===== config.mk =====
export PLATFORM = sky130hd
export DESIGN_NAME = des_round_sequencer
export DESIGN_NICKNAME = d
export VERILOG_FILES = /design/src/rtl/des_round_sequencer.sv
export SDC_FILE = /design/constraint.sdc
export NUM_CORES = 1
export LEC_CHECK = 0
export CAP_MARGIN = 15
export CORE_AREA = 2 2 142 144
export DETAILED_ROUTE_END_ITERATION = 6
export DIE_AREA = 0 0 144 146
export HOLD_SLACK_MARGIN = 0.1
export PLACE_DENSITY = 0.68
export SLEW_MARGIN = 5
export SYNTH_ARGS = -nofsm -noshare
export SYNTH_HDL_FRONTEND = slang
export SYNTH_SLANG_ARGS = --single-unit

===== constraint.sdc =====
create_clock -name clk -period 1.75 [get_ports clk]
set_input_delay 0.4375 -clock clk [delete_from_list [all_inputs] [get_ports clk]]
set_output_delay 0.4375 -clock clk [all_outputs]
set_load 0.1 [all_outputs]

===== src/rtl/des_round_sequencer.sv =====
// Sequences the Feistel rounds of one DES block through an external round function
// and key schedule, then presents the swapped pre-FP halves with valid/ready handshake.
module des_round_sequencer #(
  parameter int unsigned N_ROUNDS = 16
) (
  input  logic        clk,
  input  logic        rst_n,
  input  logic        start,
  input  logic        decrypt,
  input  logic        abort,
  input  logic [31:0] L0,
  input  logic [31:0] R0,
  output logic        ready,
  output logic [3:0]  key_idx,
  input  logic [47:0] Kn,
  output logic        rf_enable,
  output logic        rf_i_valid,
  output logic        rf_restart,
  output logic [31:0] rf_L_in,
  output logic [31:0] rf_R_in,
  output logic [47:0] rf_Kn,
  input  logic        rf_o_valid,
  input  logic [31:0] rf_L_out,
  input  logic [31:0] rf_R_out,
  output logic        o_valid,
  input  logic        out_ready,
  output logic [31:0] L_out,
  output logic [31:0] R_out
);

  typedef enum logic [1:0] {IDLE, ISSUE, WAIT, DONE} state_t;

  localparam logic [3:0] LAST_ROUND = 4'(N_ROUNDS - 1);

  state_t      state, state_nxt;
  logic [31:0] L_reg, R_reg, L_nxt, R_nxt;
  logic [3:0]  round, round_nxt;
  logic        decrypt_reg, decrypt_nxt;
  logic        restart;

  always_ff @(posedge clk or negedge rst_n) begin
    if (!rst_n) begin
      state       <= IDLE;
      L_reg       <= '0;
      R_reg       <= '0;
      round       <= '0;
      decrypt_reg <= 1'b0;
    end else begin
      state       <= state_nxt;
      L_reg       <= L_nxt;
      R_reg       <= R_nxt;
      round       <= round_nxt;
      decrypt_reg <= decrypt_nxt;
    end
  end

  always_comb begin
    state_nxt   = state;
    L_nxt       = L_reg;
    R_nxt       = R_reg;
    round_nxt   = round;
    decrypt_nxt = decrypt_reg;
    rf_enable   = 1'b0;
    rf_i_valid  = 1'b0;
    restart     = 1'b0;

    case (state)
      IDLE: begin
        if (start) begin
          L_nxt       = L0;
          R_nxt       = R0;
          decrypt_nxt = decrypt;
          round_nxt   = '0;
          state_nxt   = ISSUE;
        end
      end
      ISSUE: begin
        rf_enable  = 1'b1;
        rf_i_valid = 1'b1;
        state_nxt  = WAIT;
      end
      WAIT: begin
        rf_enable = 1'b1;
        if (rf_o_valid) begin
          L_nxt = rf_L_out;
          R_nxt = rf_R_out;
          if (round == LAST_ROUND) begin
            state_nxt = DONE;
          end else begin
            round_nxt = round + 4'd1;
            state_nxt = ISSUE;
          end
        end
      end
      DONE: begin
        if (out_ready) begin
          state_nxt = IDLE;
          restart   = 1'b1;
        end
      end
      default: state_nxt = IDLE;
    endcase

    // Abort overrides every transition above, including a round result landing this cycle.
    if (abort) begin
      state_nxt   = IDLE;
      round_nxt   = '0;
      L_nxt       = L_reg;
      R_nxt       = R_reg;
      decrypt_nxt = decrypt_reg;
      restart     = 1'b1;
    end
  end

  assign rf_restart = restart & rst_n;
  assign ready      = (state == IDLE);
  assign o_valid    = (state == DONE);
  assign key_idx    = decrypt_reg ? (LAST_ROUND - round) : round;
  assign rf_L_in    = L_reg;
  assign rf_R_in    = R_reg;
  assign rf_Kn      = Kn;
  // Final Feistel swap: the last round leaves the halves crossed.
  assign L_out      = o_valid ? R_reg : '0;
  assign R_out      = o_valid ? L_reg : '0;

endmodule


==> flow_metrics.tcl <==
set metrics [dict create \
    drive_above_1_share_pct 51.98 \
    synthMuxAreaShare_pct 14.82 \
    coreArea_um2 19330 \
    start_kind "register" \
    syn_to_final_growth_pct 123.4 \
    tightest_slew_ns 0.3901 \
    dp_cells 949 \
    cp-end-kind "output pin" \
    yosys_warnings 0 \
    critPathMaxFanout 33 \
    clk_latency_ns 0.34 \
    fmax_mhz 494.2 \
    fin_nets 915 \
    cts.sinks 71 \
    setup.worst_path.class "reg2out" \
    syn_area_um2 4533 \
    die_h_um 146 \
    n_fill_cell 1652 \
    cts_buffer_depth 2 \
    status "finished, violations left" \
    cts_tree "yes" \
    dpl.hpwl_um 12980 \
    dr.pass1.iters 4 \
    r2r_cells 11 \
    wl_per_cell_um 17.38 \
    power_leakage_nw 4.036 \
    grt_pass1_vias 4641 \
    path_cells "buf_6, ha_4, buf_12, a21oi_4, nor2b_4, buf_12" \
    synth-xor-area-share_pct 0.7728 \
    rsz0062_at_grt "yes" \
    peakVddDrop_mv 1.242 \
    fin_ws_ns -0.2734 \
    rr_startpoint "state[1]$_DFFE_PN0P_" \
    die_w_um 144 \
    synth_simple_gate_area_share_pct 17.97 \
    synth_compound_area_share_pct 12.70 \
    yosys_register_bits 71 \
    routed_wl_um 17340 \
    synth_cell_types 30 \
    route.detailed.drc 0 \
    fin_cells 998 \
    num_rows 51 \
    vias_per_cell 4.255 \
    syn_avg_cell_area_um2 9.919 \
    powerDensity_nw_per_um2 1912 \
    syn-num-nets 646 \
    grt_use_total_pct 16.84 \
    maxCapViolCount 0 \
    vias 4246 \
    slew_violations 0 \
    ant_nets 0 \
    drt_iter0_drc 95 \
    synth_fa_ha_area_share_pct 1.656 \
    reg2reg_to "rf_L_in[1]$_DFFE_PN0P_" \
    io_pins 368 \
    antenna_found_initial 2 \
    finalClockSkew_ns 0.007258 \
    ys.flop_type "dfrtp_1" \
    relSlewSlack_pct 73.25 \
    setup-tns-final_ns -26.73 \
    fin_crit_sh_pct 115.6 \
    crit_path_max_incr_delay_ns 0.40 \
    numCtsBuffers 9 \
    syn_inst 457 \
    grt_start_max_net_pins 72 \
    hold_violations 0 \
    cp.required_ns 1.31 \
    yosysSeqAreaShare_pct 39.19 \
    synth_top_family_by_area "simple AND/OR/NAND/NOR gates" \
    finalSetupViolCount 138 \
    path_clk_slew_ns 0.06 \
    worstSetupEndpoint "rf_restart" \
    ys_async_sr_fraction_pct 100.0 \
    gp_congestion 0.7793 \
    cts-root-buf "clkbuf_16" \
    finalPower_mw 19.37 \
    dieArea_um2 21020 \
    crit_top_cell "buf_12" \
    failed_checks "negative setup slack" \
    holdCritPathClass "in2async" \
    min_period_ns 2.023 \
    cpMaxStageDelayCell "dfrtp_1" \
    regToRegSetupSlack_ns -0.24 \
    synth-edff-count 0 \
    io_buffers 271 \
    overflow 0 \
    grt_pass1_wl_um 26730 \
    crit_arrival_ns 1.59 \
    start_util_pct 23.45 \
    cts_max_level 3 \
    cp-startpoint "state[0]$_DFFE_PN0P_" \
]
[where the power goes]
| group | leakage, nW | internal [mW] | switching [mW] |
|---|---|---|---|
| registers | 0.782 | 2.39 | 1.11 |
| clock network | 0.135 | 1.11 | 0.770 |
| logic | 3.12 | 5.45 | 8.53 |
| total | 4.04 | 8.96 | 10.4 |
[Yosys cell counts (all sizes together) (2+ instances only)]
| library cell | count | area share [%] |
|---|---|---|
| mux2i | 66 | 15 |
| nor2 | 72 | 6.0 |
| nor3 | 2 | 0.22 |
| dfrtp | 71 | 39 |
| inv | 3 | 0.25 |
| and2 | 65 | 9.0 |
| nand3 | 3 | 0.33 |
| xor2 | 4 | 0.77 |
| a21oi | 67 | 12 |
| nor2b | 4 | 0.61 |
| nand2 | 3 | 0.25 |
| ha | 6 | 1.7 |
| clkbuf | 12 | 0.99 |
| buf | 68 | 12 |
| nor4 | 2 | 0.61 |
[cell usage in the layout (no fill, tap or decap), types with 2 or more instances in the layout]
cell,instances
buf_12,150
clkdlybuf4s50_1,133
nor2_1,65
and2_4,64
mux2i_1,63
dfrtp_1,61
a21oi_2,57
buf_4,19
buf_8,14
buf_16,11
buf_6,10
a21oi_1,9
clkbuf_16,9
dfrtp_2,9
nor2_2,6
xor2_4,4
ha_4,4
nor2b_4,3
nand2_1,3
nand3_1,3
clkinvlp_4,3
diode_2,2
mux2i_2,2
ha_1,2
[worst min path at each step]
stage,to,slack (ns),cells after the start
6_report,rf_R_in[7]$_DFFE_PN0P_,0.11,2
5_1_grt,rf_R_in[6]$_DFFE_PN0P_,0.15,2
4_1_cts,rf_L_in[31]$_DFFE_PN0P_,0.14,2
3_5_place_dp,rf_R_in[6]$_DFFE_PN0P_,0.51,2
3_3_place_gp,rf_R_in[6]$_DFFE_PN0P_,0.50,2
2_1_floorplan,decrypt_reg$_DFFE_PN0P_,0.14,0
[critical path: cells and delay by family (launching register included)]
kind            cells  cell delay [ns]
buf+inv             3             0.47
flops               1             0.40
fa+ha+maj           1             0.17
compound gates      1             0.16
simple gates        1             0.06
[area by class of cell]
class / count / area (um^2) / share of cell area (%)
Timing Repair Buffer: 338 / 5135 / 50.70
Multi-Input combinational cell: 303 / 2551 / 25.19
Sequential cell: 71 / 1792 / 17.69
Tap cell: 265 / 331.6 / 3.274
Clock buffer: 10 / 229.0 / 2.261
Clock inverter: 6 / 70.07 / 0.6919
Inverter: 3 / 13.76 / 0.1359
Antenna cell: 2 / 5.005 / 0.04942
[stage by stage]
stage / instance area (um^2) / hold slack, ns / utilization (%) / setup WS (ns)
after floorplan: 4863 / 0.1419 / - / -0.2504
final: 10130 / 0.1127 / 52.38 / -0.2734
after global placement: 9041 / 0.5027 / 46.76 / -0.1882
after detailed placement: 9041 / 0.5080 / 46.76 / -0.2528
after CTS: 10020 / 0.1409 / 51.82 / -0.3120
after global routing: 10120 / 0.1475 / 52.37 / -0.3530
[layer usage]
layer / routed length [um] / GRT usage [%] / vias to the layer above / part of all wire (%)
met1: 6194 / 18.63 / 1997 / 36
li1: - / - / 2018 / -
met2: 9164 / 29.43 / 182 / 53
met5: 0 / 0 / - / 0
met3: 1269 / 4.409 / 49 / 7.3
met4: 712 / 8.627 / 0 / 4.1
[logic make-up (layout without fill, tap and decap cells)]
logic type,count (synthesis),in the layout
adder cells (fa/ha/maj),6,6
AO/OA/AOI/OAI,71,71
XOR/XNOR,4,4
other,0,2
buffers and inverters,83,357
flip-flops,71,71
AND/OR/NAND/NOR,155,155
multiplexers,67,67
[what timing repair did]
action | CTS | global route
setup buffers | 17 | 3
pin swaps | 40 | 17
resized for setup | 57 | 25
setup endpoints to repair | 140 | 143
gates cloned | 11 | 0
hold buffers | 0 | 0
No activity file was read; power rests on OpenSTA's default activity.
